==> src/rtl/cpu_control_fsm_if.sv <==
// Bus between the control FSM, the PC/instruction ROM and the datapath.
// The FSM is the master; the ROM/PC/datapath side is the slave.
interface cpu_control_fsm_if;
    logic [15:0] ROM_data;
    logic        PC_clr;
    logic        PC_up;
    logic [15:0] IR;
    logic [7:0]  D_addr;
    logic        D_wr;
    logic        RF_s;
    logic [3:0]  RF_W_addr;
    logic        RF_W_en;
    logic [3:0]  RF_Ra_addr;
    logic [3:0]  RF_Rb_addr;
    logic [2:0]  ALU_s0;
    logic [3:0]  state_out;

    modport master (
        input  ROM_data,
        output PC_clr, PC_up, IR, D_addr, D_wr, RF_s, RF_W_addr, RF_W_en,
               RF_Ra_addr, RF_Rb_addr, ALU_s0, state_out
    );

    modport slave (
        output ROM_data,
        input  PC_clr, PC_up, IR, D_addr, D_wr, RF_s, RF_W_addr, RF_W_en,
               RF_Ra_addr, RF_Rb_addr, ALU_s0, state_out
    );
endinterface

==> src/rtl/cpu_control_fsm.sv <==
// Instruction fetch/decode/execute controller for a 16-bit single-issue CPU.
// Outputs are Moore; they are decoded from the next state/IR and registered.
module cpu_control_fsm #(
    parameter logic [2:0] ALU_PASS = 3'b000,
    parameter logic [2:0] ALU_ADD  = 3'b001,
    parameter logic [2:0] ALU_SUB  = 3'b010
) (
    input logic               Clock,
    input logic               Clr,
    cpu_control_fsm_if.master bus
);

    typedef enum logic [3:0] {
        ST_INIT   = 4'd0,
        ST_FETCH  = 4'd1,
        ST_DECODE = 4'd2,
        ST_LOADA  = 4'd3,
        ST_LOADB  = 4'd4,
        ST_STORE  = 4'd5,
        ST_ADD    = 4'd6,
        ST_SUB    = 4'd7,
        ST_HALT   = 4'd8
    } state_t;

    localparam logic [3:0] OP_STORE = 4'h1;
    localparam logic [3:0] OP_LOAD  = 4'h2;
    localparam logic [3:0] OP_ADD   = 4'h3;
    localparam logic [3:0] OP_SUB   = 4'h4;
    localparam logic [3:0] OP_HALT  = 4'h5;

    typedef struct packed {
        logic       pc_clr;
        logic       pc_up;
        logic [7:0] d_addr;
        logic       d_wr;
        logic       rf_s;
        logic [3:0] rf_w_addr;
        logic       rf_w_en;
        logic [3:0] rf_ra_addr;
        logic [3:0] rf_rb_addr;
        logic [2:0] alu_s0;
    } ctl_t;

    state_t      state_r;
    state_t      state_nxt_s;
    logic [15:0] ir_r;
    logic [15:0] ir_nxt_s;
    ctl_t        ctl_r;
    ctl_t        ctl_nxt_s;

    function automatic ctl_t decode_ctl(input state_t st, input logic [15:0] ir);
        ctl_t c;
        c        = '0;
        c.alu_s0 = ALU_PASS;
        case (st)
            ST_INIT:  c.pc_clr = 1'b1;
            ST_FETCH: c.pc_up  = 1'b1;
            ST_DECODE: begin
                // Only address fields are presented here; enables wait for execute.
                case (ir[15:12])
                    OP_STORE: begin
                        c.d_addr     = ir[11:4];
                        c.rf_ra_addr = ir[3:0];
                    end
                    OP_LOAD: begin
                        c.d_addr    = ir[11:4];
                        c.rf_w_addr = ir[3:0];
                    end
                    OP_ADD, OP_SUB: begin
                        c.rf_ra_addr = ir[11:8];
                        c.rf_rb_addr = ir[7:4];
                        c.rf_w_addr  = ir[3:0];
                    end
                    default: c.d_addr = 8'h00;
                endcase
            end
            ST_LOADA, ST_LOADB: begin
                c.d_addr    = ir[11:4];
                c.rf_w_addr = ir[3:0];
                c.rf_s      = 1'b1;
                c.rf_w_en   = (st == ST_LOADB);
            end
            ST_STORE: begin
                c.d_addr     = ir[11:4];
                c.rf_ra_addr = ir[3:0];
                c.d_wr       = 1'b1;
            end
            ST_ADD, ST_SUB: begin
                c.rf_ra_addr = ir[11:8];
                c.rf_rb_addr = ir[7:4];
                c.rf_w_addr  = ir[3:0];
                c.rf_w_en    = 1'b1;
                c.alu_s0     = (st == ST_ADD) ? ALU_ADD : ALU_SUB;
            end
            default: c.pc_clr = 1'b0;
        endcase
        return c;
    endfunction

    // Next-state, next-IR and next-output decode.
    always_comb begin
        state_nxt_s = state_r;
        ir_nxt_s    = ir_r;
        case (state_r)
            ST_INIT:  state_nxt_s = ST_FETCH;
            ST_FETCH: begin
                state_nxt_s = ST_DECODE;
                ir_nxt_s    = bus.ROM_data;
            end
            ST_DECODE: begin
                case (ir_r[15:12])
                    OP_STORE: state_nxt_s = ST_STORE;
                    OP_LOAD:  state_nxt_s = ST_LOADA;
                    OP_ADD:   state_nxt_s = ST_ADD;
                    OP_SUB:   state_nxt_s = ST_SUB;
                    OP_HALT:  state_nxt_s = ST_HALT;
                    default:  state_nxt_s = ST_FETCH;
                endcase
            end
            ST_LOADA: state_nxt_s = ST_LOADB;
            ST_LOADB, ST_STORE, ST_ADD, ST_SUB: state_nxt_s = ST_FETCH;
            ST_HALT:  state_nxt_s = ST_HALT;
            default:  state_nxt_s = ST_INIT;
        endcase
        ctl_nxt_s = decode_ctl(state_nxt_s, ir_nxt_s);
    end

    // State, IR and output registers; Clr overrides every transition.
    always_ff @(posedge Clock) begin
        if (Clr) begin
            state_r <= ST_INIT;
            ir_r    <= 16'h0000;
            ctl_r   <= decode_ctl(ST_INIT, 16'h0000);
        end else begin
            state_r <= state_nxt_s;
            ir_r    <= ir_nxt_s;
            ctl_r   <= ctl_nxt_s;
        end
    end

    assign bus.PC_clr     = ctl_r.pc_clr;
    assign bus.PC_up      = ctl_r.pc_up;
    assign bus.IR         = ir_r;
    assign bus.D_addr     = ctl_r.d_addr;
    assign bus.D_wr       = ctl_r.d_wr;
    assign bus.RF_s       = ctl_r.rf_s;
    assign bus.RF_W_addr  = ctl_r.rf_w_addr;
    assign bus.RF_W_en    = ctl_r.rf_w_en;
    assign bus.RF_Ra_addr = ctl_r.rf_ra_addr;
    assign bus.RF_Rb_addr = ctl_r.rf_rb_addr;
    assign bus.ALU_s0     = ctl_r.alu_s0;
    assign bus.state_out  = state_r;

endmodule

==> src/flat_wrapper.sv <==
// flat-port wrapper written by rule: the top's interface ports become plain ports
module cpu_control_fsm_flat 
#(
    parameter logic [2:0] ALU_PASS = 3'b000,
    parameter logic [2:0] ALU_ADD  = 3'b001,
    parameter logic [2:0] ALU_SUB  = 3'b010
)
  (Clock, Clr, bus_ROM_data, bus_PC_clr, bus_PC_up, bus_IR, bus_D_addr, bus_D_wr, bus_RF_s, bus_RF_W_addr, bus_RF_W_en, bus_RF_Ra_addr, bus_RF_Rb_addr, bus_ALU_s0, bus_state_out);
  cpu_control_fsm_if bus_i ();
  input logic Clock;
  input logic Clr;
  input wire logic [$bits(bus_i.ROM_data)-1:0] bus_ROM_data;
  output wire logic [$bits(bus_i.PC_clr)-1:0] bus_PC_clr;
  output wire logic [$bits(bus_i.PC_up)-1:0] bus_PC_up;
  output wire logic [$bits(bus_i.IR)-1:0] bus_IR;
  output wire logic [$bits(bus_i.D_addr)-1:0] bus_D_addr;
  output wire logic [$bits(bus_i.D_wr)-1:0] bus_D_wr;
  output wire logic [$bits(bus_i.RF_s)-1:0] bus_RF_s;
  output wire logic [$bits(bus_i.RF_W_addr)-1:0] bus_RF_W_addr;
  output wire logic [$bits(bus_i.RF_W_en)-1:0] bus_RF_W_en;
  output wire logic [$bits(bus_i.RF_Ra_addr)-1:0] bus_RF_Ra_addr;
  output wire logic [$bits(bus_i.RF_Rb_addr)-1:0] bus_RF_Rb_addr;
  output wire logic [$bits(bus_i.ALU_s0)-1:0] bus_ALU_s0;
  output wire logic [$bits(bus_i.state_out)-1:0] bus_state_out;
  assign bus_i.ROM_data = bus_ROM_data;
  assign bus_PC_clr = bus_i.PC_clr;
  assign bus_PC_up = bus_i.PC_up;
  assign bus_IR = bus_i.IR;
  assign bus_D_addr = bus_i.D_addr;
  assign bus_D_wr = bus_i.D_wr;
  assign bus_RF_s = bus_i.RF_s;
  assign bus_RF_W_addr = bus_i.RF_W_addr;
  assign bus_RF_W_en = bus_i.RF_W_en;
  assign bus_RF_Ra_addr = bus_i.RF_Ra_addr;
  assign bus_RF_Rb_addr = bus_i.RF_Rb_addr;
  assign bus_ALU_s0 = bus_i.ALU_s0;
  assign bus_state_out = bus_i.state_out;
  cpu_control_fsm #(.ALU_PASS(ALU_PASS), .ALU_ADD(ALU_ADD), .ALU_SUB(ALU_SUB)) u_core (.Clock(Clock), .Clr(Clr), .bus(bus_i));
endmodule
==> config.mk <==
export PLATFORM = sky130hd
export DESIGN_NAME = cpu_control_fsm_flat
export DESIGN_NICKNAME = d
export VERILOG_FILES = /design/src/rtl/cpu_control_fsm_if.sv /design/src/rtl/cpu_control_fsm.sv /design/src/flat_wrapper.sv
export SDC_FILE = /design/constraint.sdc
export NUM_CORES = 1
export LEC_CHECK = 0
export CORE_ASPECT_RATIO = 1.75
export CORE_MARGIN = 2
export CORE_UTILIZATION = 40
export DETAILED_ROUTE_END_ITERATION = 8
export PLACE_DENSITY = 0.75
export SYNTH_ARGS = -nofsm -noshare
export SYNTH_HDL_FRONTEND = slang
export SYNTH_SLANG_ARGS = --single-unit
==> constraint.sdc <==
create_clock -name Clock -period 3.2 [get_ports Clock]
set_clock_uncertainty 0.05 [all_clocks]
set_input_delay 0.64 -clock Clock [delete_from_list [all_inputs] [get_ports Clock]]
set_output_delay 0.64 -clock Clock [all_outputs]
set_load 0.01 [all_outputs]
==> results.sh <==
export IMPL_period_needed_ps=2470
export IMPL_critPathLaunchType="flop"
export IMPL_dp_hpwl_um=3250
export IMPL_drtIter0Drc=24
export IMPL_drc=0
export IMPL_cts_resized=0
export IMPL_area_delta_synth_final_pct=44.3
export IMPL_synth_ff_type="dfxtp_1"
export IMPL_ios=66
export IMPL_clk_latency_ps=290
export IMPL_grt_max_degree=28
export IMPL_initial_core_util_pct=41.1
export IMPL_postCtsHoldBufs=0
export IMPL_clockBufferDepth=2
export IMPL_numPortBuffers=64
export IMPL_holdCritPathClass="flop to flop"
export IMPL_netlist_area_um2=1780
export IMPL_async_flop_share_pct=0
export IMPL_cts_reportedPaths_clkPinSlew_ps=80
export IMPL_finalCritPeriodShare_pct=77.1
export IMPL_synth_top_area_cell="dfxtp_1"
export IMPL_tightest_slew_ps=840
export IMPL_yosysMostFrequentCell="dfxtp_1"
export IMPL_synth_area_leaders="dfxtp_1, mux2i_1, nor2b_1"
export IMPL_wl_per_cell_um=14.4
export IMPL_viasPerCell=5.06
export IMPL_die_area_um2=5010
export IMPL_post_cts_repair_setup_buffers=0
export IMPL_die_x_um=54.4
export IMPL_syn_nets=202
export IMPL_fmax_mhz=405
export IMPL_overflow=0
export IMPL_status="finished clean"
export IMPL_setup_viol=0
export IMPL_n_fill_cell=403
export IMPL_slowest_stage="or4b_1"
export IMPL_antenna_found_initial=0
export IMPL_final_layout_size_suffix_gt1_share_pct=8.06
export IMPL_setup_tns_ps=0
export IMPL_h_tree_depth=2
export IMPL_drt_first_pass_iters=6
export IMPL_first_global_vias=1517
export IMPL_place_congestion=0.757
export IMPL_nets=265
export IMPL_core_area_um2=4320
export IMPL_criticalPathCategory="flop to flop"
export IMPL_synth_area_per_cell_um2=9.65
export IMPL_critPathTopFamily="simple AND/OR/NAND/NOR gates"
export IMPL_endpoint_kind="flop"
export IMPL_power_leakage_nw=0.949
export IMPL_synth_cells=184
export IMPL_cts_buffers=5
export IMPL_ys_ff_latch=47
export IMPL_cts_tree="yes"
export IMPL_crit_buf_inv=0
export IMPL_rows=32
export IMPL_ys_warnings_count=0
export IMPL_arrival_ps=2600
export IMPL_track_usage_pct=19.6
export IMPL_clock_sinks=47
export IMPL_synth_common_cells="dfxtp_1, nand2_1, nor2_1"
export IMPL_vias=1513
export IMPL_grt_first_pass_wirelength_um=7200
export IMPL_critPathMaxStageDelay_ps=740
export IMPL_drv_cap=0
export IMPL_power_density_nw_per_um2=489
export IMPL_antennaDiodeCount=0
export IMPL_peakVddDrop_v=0.000410
export IMPL_worstPathCellList="or4b_1 > a211oi_1 > a21oi_1 > o22ai_1 > and2_1"
export IMPL_fin_hold_ws_ps=443
export IMPL_regToRegSetupSlack_ps=730
export IMPL_die_h_um=92.1
export IMPL_root_buffer="clkbuf_8"
export IMPL_yosysTopAreaCellShare_pct=53.0
export IMPL_relSlewSlack_pct=44.0
export IMPL_ys_types=41
export IMPL_ys_seq_area_share_pct=53.0
export IMPL_ant_nets=0
export IMPL_routed_wl_um=4320
export IMPL_hold_viol=0
export IMPL_synth_edf_count=0
export IMPL_rsz0062_at_grt="no"
export IMPL_critical_path_required_ps=3330
export IMPL_path_max_fanout=20
export IMPL_drv_slew=0
==> worst min-delay path, delay by kind of cell (launching register included) <==
kind               cells  cell delay [ps]
DFF                    1              320
and+or+nand+nor        1               50
AOI/OAI and AO/OA      1               70
==> state kept, by name (all words and copies together) (netlist names) <==
name / count
u_core.bus.RF_W_en: 1
u_core.bus.IR: 16
u_core.bus.ALU_s0: 2
u_core.bus.PC_clr: 1
u_core.bus.PC_up: 1
u_core.bus.D_addr: 8
u_core.bus.state_out: 4
u_core.bus.RF_W_addr: 4
u_core.bus.RF_s: 1
u_core.bus.RF_Ra_addr: 4
u_core.bus.D_wr: 1
u_core.bus.RF_Rb_addr: 4
==> path summary, 6_finish.rpt <==
check | depth (start not counted) | from | endpoint
max | 5 | u_core.bus.state_out[3] | u_core.bus.RF_Ra_addr[2]
min | 2 | u_core.bus.IR[4] | u_core.bus.IR[4]
max reg2reg | 5 | u_core.bus.state_out[3] | u_core.bus.RF_Ra_addr[2]
min reg2reg | 2 | u_core.bus.IR[4] | u_core.bus.IR[4]
==> cell families (layout without fill, tap and decap cells) <==
kind of cell	Yosys count	in the layout	share of synthesized area, %
XOR/XNOR	2	2	0.987
buffers and inverters	13	77	3.52
AND/OR/NAND/NOR	81	81	25.2
multiplexers	8	8	4.51
flip-flops	47	47	53.0
other	1	1	0.211
AO/OA/AOI/OAI	32	32	12.5
==> layout by cell type, fill, tap and decap left out, types with 2 or more instances in the layout <==
| cell | netlist | layout |
|---|---|---|
| or3b_1 | 2 | 2 |
| nand2b_1 | 6 | 6 |
| o22ai_1 | 4 | 4 |
| a21oi_1 | 12 | 12 |
| clkbuf_8 | 0 | 6 |
| inv_1 | 2 | 2 |
| mux2i_1 | 8 | 8 |
| or3b_2 | 2 | 2 |
| nor3_1 | 7 | 7 |
| dfxtp_1 | 47 | 47 |
| nor2_1 | 17 | 17 |
| buf_4 | 2 | 2 |
| nand2_1 | 17 | 17 |
| or4b_1 | 2 | 2 |
| o22ai_2 | 2 | 2 |
| clkdlybuf4s50_1 | 0 | 64 |
| xnor2_1 | 2 | 2 |
| a211oi_1 | 2 | 2 |
| nor4_1 | 3 | 3 |
| nor2b_1 | 12 | 12 |
| and2_1 | 4 | 4 |
| o31ai_1 | 2 | 2 |
| a31oi_1 | 3 | 3 |
==> final cells by class <==
cell class	instances	area, um2	share of cell area (%)
Timing Repair Buffer	66	656	25.6
Sequential cell	47	941	36.7
Tap cell	51	63.8	2.49
Multi-Input combinational cell	124	772	30.1
Clock buffer	6	82.6	3.22
Inverter	3	11.3	0.440
Clock inverter	2	35.0	1.37
==> report_power, final <==
part | leakage (nW) | internal, mW | switching (mW)
Clock | 0.0612 | 0.253 | 0.187
Sequential | 0.382 | 0.607 | 0.0192
Combinational | 0.505 | 0.0951 | 0.0911
==> metal layers <==
layer	share of wire (%)	track usage [%]
met4	1.9	8.13
met5	0	0
met2	56	34.0
met1	37	21.6
met3	4.4	4.56
==> per-stage QoR <==
step | power (mW) | area, um2 | util, % | std cells | worst slack, ps
5_1_grt | 1.32 | 2560 | 59.2 | 299 | 446
2_1_floorplan | 0.736 | 1780 | - | 184 | 1200
6_report | 1.25 | 2560 | 59.2 | 299 | 732
3_5_place_dp | 0.827 | 2440 | 56.5 | 291 | 646
4_1_cts | 1.26 | 2560 | 59.2 | 299 | 697
3_3_place_gp | 0.825 | 2440 | 56.5 | 291 | 701
Power figures use the tool's default switching activity.
